`config.mk`:
```
export PLATFORM = sky130hd
export DESIGN_NAME = code_lock_ctrl
export DESIGN_NICKNAME = d
export VERILOG_FILES = /design/src/rtl/code_lock_pkg.sv /design/src/rtl/code_lock_ctrl_byte_equal.sv /design/src/rtl/code_lock_ctrl.sv
export SDC_FILE = /design/constraint.sdc
export NUM_CORES = 1
export LEC_CHECK = 0
export ABC_CLOCK_PERIOD_IN_PS = 3000
export BUFFER_PORTS_ARGS = -buffer_cell sky130_fd_sc_hd__buf_2
export CAP_MARGIN = 20
export CORE_UTILIZATION = 45
export CTS_BUF_LIST = sky130_fd_sc_hd__clkbuf_16
export DETAILED_ROUTE_END_ITERATION = 10
export GPL_TIMING_DRIVEN = 0
export PLACE_DENSITY = 0.69
export SLEW_MARGIN = 30
export SYNTH_ARGS = -nofsm -noshare
export SYNTH_HDL_FRONTEND = slang
export SYNTH_SLANG_ARGS = --single-unit
```
`constraint.sdc`:
```
create_clock -name clock -period 3 [get_ports clock]
set_clock_uncertainty 0.15 [all_clocks]
set_input_delay 0.75 -clock clock [delete_from_list [all_inputs] [get_ports clock]]
set_output_delay 0.75 -clock clock [all_outputs]
set_load 0.05 [all_outputs]
```
`src/rtl/code_lock_pkg.sv`:
```
// Shared state encoding and default parameters for the serial code lock.
package code_lock_pkg;

    typedef enum logic [2:0] {
        IDLE     = 3'd0,
        ENTRY    = 3'd1,
        UNLOCKED = 3'd2,
        PROGRAM  = 3'd3,
        LOCKOUT  = 3'd4
    } state_t;

    localparam int DEF_NUM_BITS       = 7;
    localparam int DEF_KEY_LEN        = 4;
    localparam int DEF_MAX_FAILS      = 3;
    localparam int DEF_LOCKOUT_CYCLES = 16;

    localparam int DEF_IDX_W  = $clog2(DEF_KEY_LEN);
    localparam int DEF_FAIL_W = $clog2(DEF_MAX_FAILS + 1);
    localparam int DEF_TMR_W  = $clog2(DEF_LOCKOUT_CYCLES + 1);

endpackage

```
`src/rtl/code_lock_ctrl_byte_equal.sv`:
```
// Single shared byte comparator: XNOR each bit pair, then AND-reduce.
module byte_equal #(
    parameter int NUM_BITS = 7
) (
    input  logic [NUM_BITS:0] a,
    input  logic [NUM_BITS:0] b,
    output logic              eq
);

    assign eq = &(a ~^ b);

endmodule

```
`src/rtl/code_lock_ctrl.sv`:
```
// Serial code lock: checks KEY_LEN entered bytes against a stored key with one
// time-shared comparator, tracks consecutive failures and enforces a lockout.
module code_lock_ctrl
    import code_lock_pkg::*;
#(
    parameter int NUM_BITS       = DEF_NUM_BITS,
    parameter int KEY_LEN        = DEF_KEY_LEN,
    parameter int MAX_FAILS      = DEF_MAX_FAILS,
    parameter int LOCKOUT_CYCLES = DEF_LOCKOUT_CYCLES
) (
    input  logic                               clock,
    input  logic                               reset,
    input  logic                               in_valid,
    input  logic [NUM_BITS:0]                  in_data,
    output logic                               in_ready,
    input  logic                               prog,
    input  logic                               lock,
    output logic                               unlocked,
    output logic                               error,
    output logic                               locked_out,
    output logic [$clog2(MAX_FAILS+1)-1:0]     fail_count
);

    localparam int IDX_W  = $clog2(KEY_LEN);
    localparam int FAIL_W = $clog2(MAX_FAILS + 1);
    localparam int TMR_W  = $clog2(LOCKOUT_CYCLES + 1);

    localparam logic [IDX_W-1:0]  LAST_IDX = IDX_W'(KEY_LEN - 1);
    localparam logic [IDX_W-1:0]  ONE_IDX  = IDX_W'(1);
    localparam logic [FAIL_W-1:0] FAIL_MAX = FAIL_W'(MAX_FAILS);
    localparam logic [TMR_W-1:0]  TMR_LOAD = TMR_W'(LOCKOUT_CYCLES);
    localparam logic [TMR_W-1:0]  TMR_ONE  = TMR_W'(1);

    state_t              state;
    logic [NUM_BITS:0]   key [KEY_LEN];
    logic [IDX_W-1:0]    idx;
    logic                mism;
    logic [TMR_W-1:0]    timer;
    logic                eq;
    logic                accept;
    logic                final_mism;
    logic [FAIL_W-1:0]   fail_next;

    byte_equal #(.NUM_BITS(NUM_BITS)) u_cmp (
        .a  (in_data),
        .b  (key[idx]),
        .eq (eq)
    );

    assign in_ready   = (state != LOCKOUT);
    assign unlocked   = (state == UNLOCKED) || (state == PROGRAM);
    assign locked_out = (state == LOCKOUT);
    assign accept     = in_valid & in_ready;
    assign final_mism = mism | ~eq;
    assign fail_next  = (fail_count == FAIL_MAX) ? fail_count : fail_count + FAIL_W'(1);

    // Every attempt consumes all KEY_LEN bytes; the verdict is taken on the last one.
    always_ff @(posedge clock or posedge reset) begin
        if (reset) begin
            state      <= IDLE;
            idx        <= '0;
            mism       <= 1'b0;
            timer      <= '0;
            error      <= 1'b0;
            fail_count <= '0;
            for (int i = 0; i < KEY_LEN; i++) begin
                key[i] <= '0;
            end
        end else begin
            error <= 1'b0;
            case (state)
                IDLE: begin
                    if (accept) begin
                        mism  <= ~eq;
                        idx   <= ONE_IDX;
                        state <= ENTRY;
                    end
                end
                ENTRY: begin
                    if (accept) begin
                        if (idx == LAST_IDX) begin
                            idx <= '0;
                            if (!final_mism) begin
                                fail_count <= '0;
                                state      <= UNLOCKED;
                            end else begin
                                error      <= 1'b1;
                                fail_count <= fail_next;
                                if (fail_next == FAIL_MAX) begin
                                    timer <= TMR_LOAD;
                                    state <= LOCKOUT;
                                end else begin
                                    state <= IDLE;
                                end
                            end
                        end else begin
                            mism <= final_mism;
                            idx  <= idx + ONE_IDX;
                        end
                    end
                end
                // lock wins over a simultaneous byte, which is then dropped.
                UNLOCKED: begin
                    if (lock) begin
                        idx   <= '0;
                        state <= IDLE;
                    end else if (accept && prog) begin
                        key[0] <= in_data;
                        idx    <= ONE_IDX;
                        state  <= PROGRAM;
                    end
                end
                PROGRAM: begin
                    if (lock) begin
                        idx   <= '0;
                        state <= IDLE;
                    end else if (accept) begin
                        key[idx] <= in_data;
                        if (idx == LAST_IDX) begin
                            idx   <= '0;
                            state <= UNLOCKED;
                        end else begin
                            idx <= idx + ONE_IDX;
                        end
                    end
                end
                LOCKOUT: begin
                    if (timer <= TMR_ONE) begin
                        timer      <= '0;
                        fail_count <= '0;
                        state      <= IDLE;
                    end else begin
                        timer <= timer - TMR_ONE;
                    end
                end
                default: state <= IDLE;
            endcase
        end
    end

endmodule

```
[Word level (Yosys, flattened, before mapping)]
Cells that the tools add are included.
W data, S select, Z words.
Word-level totals
  register bits after elaboration: 46
  latch bits: 0
  RAM bits: 0
  memory bits (read-only): 0
  input port bits: 13
  output and inout port bits: 6
  logic and storage cells: 110
  memories: 0
Cells by class
  add/subtract/negate cells: 3
  multipliers: 0
  div/mod/pow operators: 0
  order comparisons: 3
  eq/ne operators: 22
  shift-type cells: 0
  multiplexer cells: 50
  bitwise logic cells: 6
  reductions and logical operators: 16
Operators with widths (count)
  $mux W32: 2
  $mux W8: 5
  $mux W3: 11
  $bwmux W32: 1
  $mux W5: 5
  $mux W2: 11
  $ne A2 B2 Y1 const B: 9
  $bmux W8 S2: 1
  $demux W8 S2: 1
  $pmux W8 S2: 1
  $pmux W3 S5: 1
  $pmux W5 S2: 1
  $reduce_and A5 Y1: 2
  $pmux W2 S4: 1
  $reduce_and A4 Y1: 2
  $reduce_and A8 Y1: 1
  $xnor A8 B8 Y8: 1
  $mux W1: 7
  $reduce_and A7 Y1: 1
  $eq A2 B2 Y1 const B: 3
  $eq A3 B2 Y1 const B: 2
  $ne A3 B2 Y1 const B: 2
  $ne A3 B3 Y1 const B: 2
  $reduce_and A3 Y1: 2
  19 further kinds: 25

[Longest topological paths before layout]
  depth after elaboration: 12
  mapped depth: 8
  depth with buffers taken out: 7

[Cells and area by module]
From an unflattened synthesis, not the netlist that was laid out.
Second synthesis, totals
  cells, all modules: 192
  area, all modules: 2428.6 um2
Modules (own cells, without submodules)
  code_lock_ctrl: times used 1, cells each 181, area each 2342.2 um2, sequential area each 1151.1 um2
  byte_equal: times used 1, cells each 11, area each 86.3 um2, sequential area each 0.0 um2

[Worst setup path after synthesis]
No wires, ideal clock.
  path kind: register to output
  start point: reg state[0]
  end point: out locked_out
  data arrival time: 1848 ps
  data required time: 2100 ps
  path slack: 252 ps
  stages on the path, launching flop included: 7
  path buffers: 2
  cell sequence: dfrtp_1 clkbuf_1 inv_2 nand2_1 or2_2 clkbuf_1 inv_1
On the way
  cells in the longest elaborated chain, start to end: 1
Ends and longest elaborated chain
  from (decl): line code_lock_ctrl.sv:34  | state_t state;
  from (signal assigned): line code_lock_ctrl.sv:60  | state <= IDLE;
  from (signal assigned): line code_lock_ctrl.sv:76  | state <= ENTRY;
  from (signal assigned): line code_lock_ctrl.sv:85  | state <= UNLOCKED;
  $eq A3 B3 Y1: line code_lock_ctrl.sv:52  | assign locked_out = (state == LOCKOUT);
  to (decl): line code_lock_ctrl.sv:20  | output logic locked_out,
No other way between the ends.

[Worst setup path in the final report]
Ends and elaborated chain as after synthesis.

==> run summary <==
Outcome -> finished clean
Die W -> 74.8 um
Starting DRC count in detailed routing -> 49
Total grt overflow -> 0
Pre-CTS WS -> 0.466 ns
Tcrit/Tclk final -> 94.5%
Clock sink total -> 46
M1 GR Usage -> 20.6%
Clk slew on worst S/H paths -> 0.06 ns
First-pass GRT wire length -> 6.90 mm
DRC -> 0
Most used routing layer in global routing -> met2
Drt via density -> 5.41
EDFF count, synth -> 0
Initial DRT Pass Iterations -> 7
Post-CTS Resized -> 0
Endpoints failing setup -> 0
Max FO, Critical Path -> 8
Antenna cells -> 0
Core area -> 5110 um^2
Avg Inst Size Synth -> 12.3 um^2
Sw Ratio -> 35.1%
CTS H-tree lvls -> 2
Top cell type's share of synthesized area -> 48.3%
R2R Path End -> state[1]$_DFFE_PP0P_
RSZ-0062 raised after global routing -> false
Dpl hpwl -> 2.95 mm
Total power draw -> 0.00193 W
Pint -> 0.00125 W
Fraction of registers with async set/reset -> 100%
Capture point of the worst path -> locked_out
Largest net degree at the start of global routing -> 26
Sequential share of the synthesized area -> 48.3%
Vias in the first global route -> 1,496
I/O pin count -> 19
Cell taking the most area after synthesis -> dfrtp_1
Adder-Cell Fraction of Synth Area -> 3.15%
Most frequent cell after synthesis -> dfrtp_1
Worst Setup Slack, final -> 0.166 ns
Worst Setup End Kind -> output pin
Worst path arrival time -> 1.93 ns
Layout cell share with drive strength beyond 1 -> 29.5%
Port Buffers -> 17
Combinational group share of total power -> 33.6%
Main combinational cell family by area after synthesis -> multiplexers
Initial core utilization -> 46.7%
TritonCTS Buffers -> 5
Vias -> 1,570
Met2 usage -> 29.8%
Synth top cells by count -> dfrtp_1, mux2_2, nand2_1
Tmin final -> 2.83 ns
Seq cells post-synth -> 46
Final WL -> 4.20 mm
Nets -> 238
Top cells by area, synth -> dfrtp_1, mux2_2, mux4_1, ha_1, a21oi_1
R2R depth -> 7
Worst path required time -> 2.10 ns
Reg power frac -> 39.6%
Clock Root Buffer -> clkbuf_16
Final Wtd Congestion -> 0.743
Sw Pwr -> 0.000677 W
Worst Setup SP -> state[0]$_DFFE_PP0P_
VDD IR max -> 410 uV
GRT Overall Usage -> 16.9%
Max-Cap Viols -> 0
Post-Synth XOR/XNOR Area -> 4.04%
Worst Max-Slew Pin Slew -> 0.753 ns
Setup Crit Path Kind -> reg -> out
Share of power burned in the clock network -> 26.8%
Post-CTS Setup Bufs -> 0
Pleak -> 1.38 nW
Final number of hold-violating endpoints -> 0
Reg2reg start -> idx[0]$_DFFE_PP0P_
Layout Utilization -> 53.1%
Die Y -> 74.8 um
Top_reg_cell synth -> dfrtp_1
F_max -> 353 MHz
WL/cell -> 14.5 um
Die area -> 5590 um^2
Clock tree buffer depth -> 2
Layout fillers -> 448
M3 GR Usage -> 4.02%
Cells after Synth -> 194
Setup total negative slack -> 0 ns
Initial antenna violation count -> 0
Layout area overhead -> 13.9%
Worst setup SP type -> flip-flop
CTS tree -> built
Distinct cells, synth -> 42
Hold buffers post-CTS -> 0
Latest clock arrival within the worst-skew pair -> 0.28 ns
Cell Rows -> 26
Final Max Slew Viols -> 0
Antenna Violating Nets Remaining -> 0
Mux contribution to synthesized area -> 24.3%
Hold Path Class -> in -> async
Synth warn -> 0
Post-DP Area -> 2580 um^2
Mapped cell area -> 2380 um^2
Normalized max-slew margin -> 49.3%
Cell Pwr Density -> 710 nW/um^2
Post-Synth Simple-Gate Area -> 7.82%
Register-to-Register Setup Slack -> 0.60 ns
Syn_nets -> 213
Design Area, Final -> 2710 um^2
Compound-cell area share of the yosys netlist -> 9.19%
==> how the worst min path moves through the flow <==
| stage | from | to | slack (ns) | depth (start not counted) |
|---|---|---|---|---|
| after floorplan | key[17]$_DFFE_PP0P_ | key[17]$_DFFE_PP0P_ | 0.31 | 1 |
| after global placement | key[17]$_DFFE_PP0P_ | key[17]$_DFFE_PP0P_ | 0.32 | 1 |
| after detailed placement | key[26]$_DFFE_PP0P_ | key[26]$_DFFE_PP0P_ | 0.34 | 1 |
| after CTS | key[26]$_DFFE_PP0P_ | key[26]$_DFFE_PP0P_ | 0.35 | 1 |
| after global routing | key[27]$_DFFE_PP0P_ | key[27]$_DFFE_PP0P_ | 0.35 | 1 |
| final | reset | key[28]$_DFFE_PP0P_ | 0.34 | 2 |
==> critical path, stage by stage (launching register included) <==
cell,delay (ns)
dfrtp_1,0.35
clkbuf_1,0.20
inv_2,0.16
nand2_1,0.09
or2_2,0.28
clkbuf_1,0.17
inv_1,0.12
buf_2,0.27
==> power groups by stage <==
stage | Combinational (W) | Clock, W | Sequential [W]
after floorplan | 0.000462 | 0 | 0.000813
final | 0.000648 | 0.000516 | 0.000763
after global routing | 0.000721 | 0.000558 | 0.000775
after CTS | 0.000655 | 0.000536 | 0.000763
after global placement | 0.000639 | 0 | 0.000771
after detailed placement | 0.000651 | 0 | 0.000774
==> metal layers <==
metal  wire (um)  part of all wire, %  up-vias
met5           0                    0        -
met4          49                  1.2        0
met3         118                  2.8        5
met2        2100                   50       23
met1        1930                   46      779
li1            -                    -      763
==> kinds of logic after synthesis <==
kind of cell               Yosys count
muxes                               44
AOI/OAI and AO/OA                   32
DFF                                 46
adders and majority gates            6
buffers and inverters               18
and+or+nand+nor                     37
xor gates and xnor gates            11
==> cell usage in the layout (no fill, tap or decap), types with 3 or more instances in the layout <==
master | Yosys | layout
mux4_1 | 6 | 6
a21oi_1 | 12 | 12
nor2_1 | 6 | 6
clkbuf_1 | 6 | 6
inv_1 | 9 | 9
mux2i_1 | 5 | 5
dfrtp_1 | 46 | 46
xor2_1 | 5 | 5
clkbuf_16 | 0 | 5
nand2_1 | 13 | 13
ha_1 | 6 | 6
mux2_2 | 32 | 32
xnor2_1 | 6 | 6
nor3_1 | 3 | 3
o21ai_0 | 3 | 3
buf_2 | 1 | 18
==> final cells by class <==
cell class	instances	area, um^2	share of cell area, %
plain buffers	8	38.8	1.43
clock buffers	5	125	4.61
well taps	70	87.6	3.23
multi-input cells	130	1160	42.6
inverters	10	37.5	1.38
repair buffers	18	105	3.87
flip-flops and latches	46	1150	42.4
clock inverters	3	12.5	0.461
==> sequential cells by signal (all words and copies together) (netlist names) <==
register / flops
key: 32
timer: 5
state: 3
fail_count: 2
idx: 2
error: 1
mism: 1
==> stage by stage <==
| stage | cells | hold slack, ns |
|---|---|---|
| after global placement | 281 | 0.324 |
| after floorplan | 194 | 0.306 |
| final | 290 | 0.343 |
| after CTS | 290 | 0.349 |
| after global routing | 290 | 0.355 |
| after detailed placement | 282 | 0.336 |
Note: power is estimated with default switching activity, not from simulation.
